--- config.mk ---
export PLATFORM = sky130hd
export DESIGN_NAME = acc_control_fsm
export DESIGN_NICKNAME = d
export VERILOG_FILES = /design/src/rtl/acc_pkg.sv /design/src/rtl/acc_control_fsm.sv
export SDC_FILE = /design/constraint.sdc
export NUM_CORES = 1
export LEC_CHECK = 0
export ABC_AREA = 0
export CORE_MARGIN = 2
export CORE_UTILIZATION = 45
export DETAILED_ROUTE_END_ITERATION = 16
export DONT_BUFFER_PORTS = 1
export PLACE_DENSITY = 0.67
export SLEW_MARGIN = 20
export SYNTH_ARGS = -nofsm -noshare
export SYNTH_HDL_FRONTEND = slang
export SYNTH_SLANG_ARGS = --single-unit
--- constraint.sdc ---
create_clock -name clock -period 2.59 [get_ports clock]
set_clock_uncertainty 0.15 [all_clocks]
set_input_delay 0.6475 -clock clock [delete_from_list [all_inputs] [get_ports clock]]
set_output_delay 0.6475 -clock clock [all_outputs]
set_load 0.02 [all_outputs]
--- src/rtl/acc_pkg.sv ---
// Shared definitions for the accumulator processor control path: opcodes,
// ALU selects, PC mux encodings, the control FSM state type and the bit
// positions of the branch/PC-write vectors that the PC write logic decodes.
package acc_pkg;

  localparam int OPC_W = 4;
  localparam int ALU_W = 3;

  localparam logic [OPC_W-1:0] OP_NOP  = 4'h0;
  localparam logic [OPC_W-1:0] OP_LDA  = 4'h1;
  localparam logic [OPC_W-1:0] OP_STA  = 4'h2;
  localparam logic [OPC_W-1:0] OP_ADD  = 4'h3;
  localparam logic [OPC_W-1:0] OP_SUB  = 4'h4;
  localparam logic [OPC_W-1:0] OP_AND  = 4'h5;
  localparam logic [OPC_W-1:0] OP_OR   = 4'h6;
  localparam logic [OPC_W-1:0] OP_BEQ  = 4'h7;
  localparam logic [OPC_W-1:0] OP_BNE  = 4'h8;
  localparam logic [OPC_W-1:0] OP_BMI  = 4'h9;
  localparam logic [OPC_W-1:0] OP_BPL  = 4'hA;
  localparam logic [OPC_W-1:0] OP_JSR  = 4'hB;
  localparam logic [OPC_W-1:0] OP_RTS  = 4'hC;
  localparam logic [OPC_W-1:0] OP_HALT = 4'hF;

  localparam logic [ALU_W-1:0] ALU_PASS_B = 3'b000;
  localparam logic [ALU_W-1:0] ALU_ADD    = 3'b001;
  localparam logic [ALU_W-1:0] ALU_SUB    = 3'b010;
  localparam logic [ALU_W-1:0] ALU_AND    = 3'b011;
  localparam logic [ALU_W-1:0] ALU_OR     = 3'b100;

  localparam logic [1:0] PCSRC_SEQ    = 2'b00;  // PC + 4
  localparam logic [1:0] PCSRC_TARGET = 2'b01;  // operand target
  localparam logic [1:0] PCSRC_RETURN = 2'b10;  // return-address register

  // BranchLogicSignals bit positions: {BEQ, BMI, BNE, BPL, ZeroSig, NegSig, PCWrite}
  localparam int BLS_BEQ  = 6;
  localparam int BLS_BMI  = 5;
  localparam int BLS_BNE  = 4;
  localparam int BLS_BPL  = 3;
  localparam int BLS_ZERO = 2;
  localparam int BLS_NEG  = 1;
  localparam int BLS_PCW  = 0;

  // PCWriteSignals bit positions: {RTS, Cycle2, PCWrite}
  localparam int PCW_RTS    = 2;
  localparam int PCW_CYCLE2 = 1;
  localparam int PCW_WRITE  = 0;

  // The only two non-idle PC-write patterns; 3'b111 is never produced.
  localparam logic [2:0] PCW_SEQ_OR_JUMP = 3'b011;
  localparam logic [2:0] PCW_RETURN      = 3'b101;

  typedef enum logic [3:0] {
    ST_FETCH  = 4'd0,
    ST_DECODE = 4'd1,
    ST_MEM_RD = 4'd2,
    ST_ACC_WB = 4'd3,
    ST_MEM_WR = 4'd4,
    ST_BRANCH = 4'd5,
    ST_JUMP   = 4'd6,
    ST_RETURN = 4'd7,
    ST_HALT   = 4'd8
  } state_e;

  // Per-state strobe set; held in a register so outputs are glitch-free.
  typedef struct packed {
    logic             mem_read;
    logic             mem_write;
    logic             fetch;
    logic             acc_write;
    logic             ra_write;
    logic [ALU_W-1:0] aluop;
    logic [1:0]       pcsource;
    logic             br_beq;
    logic             br_bmi;
    logic             br_bne;
    logic             br_bpl;
    logic             br_pcwrite;
    logic [2:0]       pcw;
    logic             halted;
  } ctrl_t;

  function automatic logic [ALU_W-1:0] alu_for(logic [OPC_W-1:0] op);
    logic [ALU_W-1:0] sel;
    sel = ALU_PASS_B;
    case (op)
      OP_ADD:  sel = ALU_ADD;
      OP_SUB:  sel = ALU_SUB;
      OP_AND:  sel = ALU_AND;
      OP_OR:   sel = ALU_OR;
      default: sel = ALU_PASS_B;
    endcase
    return sel;
  endfunction

  // Strobes for a state; the opcode only matters in ACC_WB and BRANCH,
  // where it is already stable because the IR was loaded in FETCH.
  function automatic ctrl_t ctrl_for(state_e s, logic [OPC_W-1:0] op);
    ctrl_t c;
    c = '0;
    case (s)
      ST_FETCH: begin
        c.mem_read = 1'b1;
        c.fetch    = 1'b1;
      end
      ST_DECODE: begin
        c.pcw      = PCW_SEQ_OR_JUMP;
        c.pcsource = PCSRC_SEQ;
      end
      ST_MEM_RD: c.mem_read = 1'b1;
      ST_ACC_WB: begin
        c.acc_write = 1'b1;
        c.aluop     = alu_for(op);
      end
      ST_MEM_WR: c.mem_write = 1'b1;
      ST_BRANCH: begin
        c.br_pcwrite = 1'b1;
        c.pcsource   = PCSRC_TARGET;
        case (op)
          OP_BEQ:  c.br_beq = 1'b1;
          OP_BMI:  c.br_bmi = 1'b1;
          OP_BNE:  c.br_bne = 1'b1;
          OP_BPL:  c.br_bpl = 1'b1;
          default: c.br_pcwrite = 1'b1;
        endcase
      end
      ST_JUMP: begin
        c.ra_write = 1'b1;
        c.pcw      = PCW_SEQ_OR_JUMP;
        c.pcsource = PCSRC_TARGET;
      end
      ST_RETURN: begin
        c.pcw      = PCW_RETURN;
        c.pcsource = PCSRC_RETURN;
      end
      ST_HALT: c.halted = 1'b1;
      default: c = '0;
    endcase
    return c;
  endfunction

endpackage

--- src/rtl/acc_control_fsm.sv ---
// Multi-cycle control unit for the accumulator processor: steps each
// instruction through fetch/decode/execute with a memory ready handshake and
// drives the PC write interface plus datapath strobes.
// Optional retired-instruction counter: define ACC_CTRL_RETIRE_COUNT_EN.
//
// state  | meaning
// -------+---------------------------------------------------------------
// FETCH  | read instruction memory, load IR when MemReady
// DECODE | PC <= PC+4, branch on opcode
// MEM_RD | operand read for LDA/ALU ops, wait for MemReady
// ACC_WB | write ALU result into the accumulator
// MEM_WR | accumulator store for STA, wait for MemReady
// BRANCH | conditional branch; taken/not-taken resolved downstream
// JUMP   | JSR: save return address, PC <= target
// RETURN | RTS: PC <= return address
// HALT   | stopped until reset
//
// Strobes are registered from the state being entered, so they line up with
// the state register. "started" keeps outputs (including the flag
// pass-through) at zero through reset and the first clock after release,
// then FETCH begins with MemRead asserted before any handshake is sampled.
module acc_control_fsm
  import acc_pkg::*;
#(
  parameter int OPCODE_W = OPC_W,
  parameter int ALUOP_W  = ALU_W
`ifdef ACC_CTRL_RETIRE_COUNT_EN
  , parameter int RETIRE_CNT_W = 32
`endif
) (
  input  logic                clock,
  input  logic                reset,
  input  logic [OPCODE_W-1:0] Opcode,
  input  logic                MemReady,
  input  logic                ZeroFlag,
  input  logic                NegFlag,
  output logic                MemRead,
  output logic                MemWrite,
  output logic                IRWrite,
  output logic                AccWrite,
  output logic                RAWrite,
  output logic [ALUOP_W-1:0]  ALUOp,
  output logic [1:0]          PCSource,
  output logic [6:0]          BranchLogicSignals,
  output logic [2:0]          PCWriteSignals,
  output logic                Halted
`ifdef ACC_CTRL_RETIRE_COUNT_EN
  , output logic [RETIRE_CNT_W-1:0] RetireCount
`endif
);

  state_e state;
  state_e state_nxt;
  logic   started;
  ctrl_t  ctrl_q;

  // next state from the current state, handshake and opcode
  always_comb begin
    state_nxt = state;
    if (!started) begin
      state_nxt = ST_FETCH;
    end else begin
      case (state)
        ST_FETCH:  if (MemReady) state_nxt = ST_DECODE;
        ST_DECODE: begin
          case (Opcode)
            OP_NOP:                             state_nxt = ST_FETCH;
            OP_LDA, OP_ADD, OP_SUB, OP_AND,
            OP_OR:                              state_nxt = ST_MEM_RD;
            OP_STA:                             state_nxt = ST_MEM_WR;
            OP_BEQ, OP_BNE, OP_BMI, OP_BPL:     state_nxt = ST_BRANCH;
            OP_JSR:                             state_nxt = ST_JUMP;
            OP_RTS:                             state_nxt = ST_RETURN;
            OP_HALT:                            state_nxt = ST_HALT;
            default:                            state_nxt = ST_FETCH;
          endcase
        end
        ST_MEM_RD: if (MemReady) state_nxt = ST_ACC_WB;
        ST_ACC_WB: state_nxt = ST_FETCH;
        ST_MEM_WR: if (MemReady) state_nxt = ST_FETCH;
        ST_BRANCH: state_nxt = ST_FETCH;
        ST_JUMP:   state_nxt = ST_FETCH;
        ST_RETURN: state_nxt = ST_FETCH;
        ST_HALT:   state_nxt = ST_HALT;
        default:   state_nxt = ST_FETCH;
      endcase
    end
  end

  // state register plus registered strobes for the state being entered
  always_ff @(posedge clock or negedge reset) begin
    if (!reset) begin
      state   <= ST_FETCH;
      started <= 1'b0;
      ctrl_q  <= '0;
    end else begin
      started <= 1'b1;
      state   <= state_nxt;
      ctrl_q  <= ctrl_for(state_nxt, Opcode);
    end
  end

  // drive ports from the strobe register; flags pass straight through
  always_comb begin
    MemRead  = ctrl_q.mem_read;
    MemWrite = ctrl_q.mem_write;
    IRWrite  = ctrl_q.fetch & MemReady;
    AccWrite = ctrl_q.acc_write;
    RAWrite  = ctrl_q.ra_write;
    ALUOp    = ALUOP_W'(ctrl_q.aluop);
    PCSource = ctrl_q.pcsource;
    Halted   = ctrl_q.halted;

    BranchLogicSignals           = '0;
    BranchLogicSignals[BLS_BEQ]  = ctrl_q.br_beq;
    BranchLogicSignals[BLS_BMI]  = ctrl_q.br_bmi;
    BranchLogicSignals[BLS_BNE]  = ctrl_q.br_bne;
    BranchLogicSignals[BLS_BPL]  = ctrl_q.br_bpl;
    BranchLogicSignals[BLS_ZERO] = started & ZeroFlag;
    BranchLogicSignals[BLS_NEG]  = started & NegFlag;
    BranchLogicSignals[BLS_PCW]  = ctrl_q.br_pcwrite;

    PCWriteSignals             = '0;
    PCWriteSignals[PCW_RTS]    = ctrl_q.pcw[PCW_RTS];
    PCWriteSignals[PCW_CYCLE2] = ctrl_q.pcw[PCW_CYCLE2];
    PCWriteSignals[PCW_WRITE]  = ctrl_q.pcw[PCW_WRITE];
  end

`ifdef ACC_CTRL_RETIRE_COUNT_EN
  // An instruction retires when control returns to FETCH, or on entering HALT.
  logic retire_evt;
  assign retire_evt = started &&
                      (((state != ST_FETCH) && (state_nxt == ST_FETCH)) ||
                       ((state != ST_HALT)  && (state_nxt == ST_HALT)));

  // retired-instruction counter, wraps naturally
  always_ff @(posedge clock or negedge reset) begin
    if (!reset) begin
      RetireCount <= '0;
    end else if (retire_evt) begin
      RetireCount <= RetireCount + RETIRE_CNT_W'(1);
    end
  end
`endif

endmodule

==> flow_summary.ini <==
[critical_path]
endpoint_kind = flop
worstPathRequired_ns = 2.66
cp-start-kind = flop
crit_type = reg -> reg
worst_ep_arrival_time_ns = 2.18
ff2ff_setup_slack_ns = 0.48
cp_max_fo = 7

[finish]
area_growth_pct = -4.32
fillers = 240
seq_area_um2 = 601
stdcell_area_mm2 = 0.00116
final_common_cell = dfrtp_1
antenna_cells = 0
final_layout_size_suffix_gt1_frac = 0.188
layout_common_cells = dfrtp_1, nor2_1, nand2b_1, nand2_1, nor3_1
finalNonFillerCells = 126
multi_input_area_um2 = 484
final_net_count = 107

[sta]
rsz0062_at_grt = no
finalSetupViolations = 0
layout_min_cycle_time_ns = 2.11
tightest_slew_ns = 0.517
max_freq_ghz = 0.475
hold_viol = 0
setup-tns-final_ns = 0
slew_headroom = 0.656
post-route-period-util = 0.813
slew_violations = 0

[placed_design]
placed_cell_area_mm2 = 0.00114
hpwl_mm = 1.56
port_buffers = 0
dp_cells = 122
globalplace.congestion = 0.831

[floorplan]
core_mm2 = 0.00252
ios = 30
die_h_um = 56.0
die_area_mm2 = 0.00314
die_width_um = 56.0
start_util = 0.483
rows = 18

[worst_hold_path]
hold_class = in -> async

[detailed_routing]
routed_wl_mm = 2.15
via_per_inst = 5.92
drt-pass1-iter-count = 5
drtIter0Drc = 21
vias = 746
drc = 0
ant_nets = 0
wl_per_cell_um = 17.0

[global_routing]
antenna_found_initial = 0
grt_pass1_wl_mm = 3.39
grt_max_degree = 25
gr-usage-all-layers = 0.139
grt_overflow_total = 0
grt_pass1_vias = 711

[logic_synthesis]
ys_warn_count = 0
syn-num-nets = 118
synth_cell_types = 38
syn_inst = 109
ys_ff_latch = 24
syn_area_mm2 = 0.00122
syn_avg_cell_area_um2 = 11.2
ys_seq_area_frac = 0.493

[clock_network]
htreeDepth = 1
cts_buffers = 3
cts_setup_buffers = 0
cts_resized = 0
clkSinkCount = 24
clk_latency_ns = 0.31
ctsHoldBuffers = 1
cts_tree = done
ctsRootBufferMaster = clkbuf_4
clkSlewWorstSetupHoldPaths_ns = 0.12
cts_buffer_depth = 2

[pwr]
peakVddDrop_mv = 0.299
p_clk_frac = 0.243
intPower_uw = 475
powerDensity_mw_per_mm2 = 562
leakagePower_uw = 0.000509
p_seq_frac = 0.625
combPwrFrac = 0.132
switching_share = 0.274
power.net_switching_uw = 180

[job]
maxCapViolations = 0

[status]
status = finished clean
-- layer usage --
| metal | routed length, µm | global-route usage |
|---|---|---|
| met4 | 68 | 0.0714 |
| met2 | 983 | 0.212 |
| met5 | 0 | 0 |
| met3 | 134 | 0.0372 |
| met1 | 962 | 0.181 |
-- power by group through the flow --
stage	Sequential, µW	Combinational, µW	Clock, µW
CTS	409	88.0	163
global placement	416	77.6	0
floorplan	407	89.4	0
global route	411	96.3	176
detailed placement	416	79.4	0
finish	409	86.7	159
-- cell usage after synthesis --
| master | number | area share |
|---|---|---|
| nor4b_4 | 1 | 0.020 |
| o21a_1 | 2 | 0.012 |
| a31oi_1 | 1 | 0.0051 |
| a211oi_1 | 2 | 0.012 |
| nand2b_1 | 6 | 0.031 |
| o211ai_4 | 1 | 0.017 |
| o21ai_2 | 1 | 0.0072 |
| conb_1 | 1 | 0.0031 |
| nand2_1 | 5 | 0.015 |
| buf_4 | 13 | 0.080 |
| dfrtp_1 | 24 | 0.49 |
| nor4_2 | 2 | 0.021 |
| buf_2 | 4 | 0.016 |
| o21ai_1 | 1 | 0.0041 |
| a32o_1 | 1 | 0.0082 |
| o22ai_1 | 1 | 0.0051 |
| and2_1 | 4 | 0.021 |
| nor2b_1 | 1 | 0.0051 |
| a221o_1 | 1 | 0.0082 |
| inv_1 | 4 | 0.012 |
| nor3_1 | 5 | 0.021 |
| o211ai_2 | 1 | 0.010 |
| o21ai_0 | 1 | 0.0041 |
| and4b_1 | 1 | 0.0082 |
| nor4b_2 | 1 | 0.012 |
| nand3b_4 | 1 | 0.016 |
| nand3_2 | 1 | 0.0082 |
| a21oi_1 | 3 | 0.012 |
| nor2_1 | 8 | 0.025 |
| a21oi_4 | 1 | 0.013 |
| xnor2_1 | 2 | 0.014 |
| or3_2 | 1 | 0.0062 |
| nand3_1 | 1 | 0.0041 |
| nor3_2 | 1 | 0.0082 |
| nor4_1 | 1 | 0.0051 |
| xor2_1 | 1 | 0.0072 |
| or2b_1 | 1 | 0.0062 |
| a22oi_2 | 2 | 0.021 |
-- final timing paths --
| check | cells after the start | from | end |
|---|---|---|---|
| worst max register to register | 5 | state[3] | ALUOp[0] |
| worst max-delay path | 5 | state[3] | ALUOp[0] |
| worst min-delay path | 1 | reset | BranchLogicSignals[5] |
| min in group clock | 1 | Opcode[2] | BranchLogicSignals[5] |
| max in group asynchronous | 1 | reset | ALUOp[1] |
| worst min register to register | 2 | started | Halted |
-- stage by stage --
stage / hold slack (ns) / total power [µW] / setup WS [ns] / utilization
2_1_floorplan: 0.202 / 496 / 0.547 / -
3_3_place_gp: 0.203 / 494 / 0.569 / 0.451
3_5_place_dp: 0.203 / 496 / 0.507 / 0.451
4_1_cts: 0.230 / 660 / 0.479 / 0.464
5_1_grt: 0.166 / 684 / 0.341 / 0.462
6_report: 0.141 / 655 / 0.484 / 0.462
-- final cells by class --
class / count / area share
Multi-Input combinational cell: 64 / 0.416
Inverter: 4 / 0.0129
Timing Repair Buffer: 1 / 0.00430
Tap cell: 30 / 0.0322
Clock buffer: 3 / 0.0193
Sequential cell: 24 / 0.516
-- worst max-delay path, stage by stage, from the launching register on --
cell,delay (ns)
dfrtp_1,0.49
nor4b_4,0.44
o211ai_2,0.23
a21oi_4,0.29
nand3b_4,0.13
nor4b_2,0.27
-- registers in the layout (all words and copies together) (netlist names) --
name                flops
RAWrite                 1
Halted                  1
MemRead                 1
ctrl_q                  1
state                   4
AccWrite                1
PCWriteSignals          3
started                 1
ALUOp                   3
BranchLogicSignals      5
MemWrite                1
PCSource                2
-- logic make-up after synthesis --
family	after synthesis	synth area share
xor+xnor	3	0.0216
flops	24	0.493
simple gates	41	0.232
compound gates	19	0.141
buf+inv	21	0.109
other cells	1	0.00308
Power figures use the tool's default switching activity.
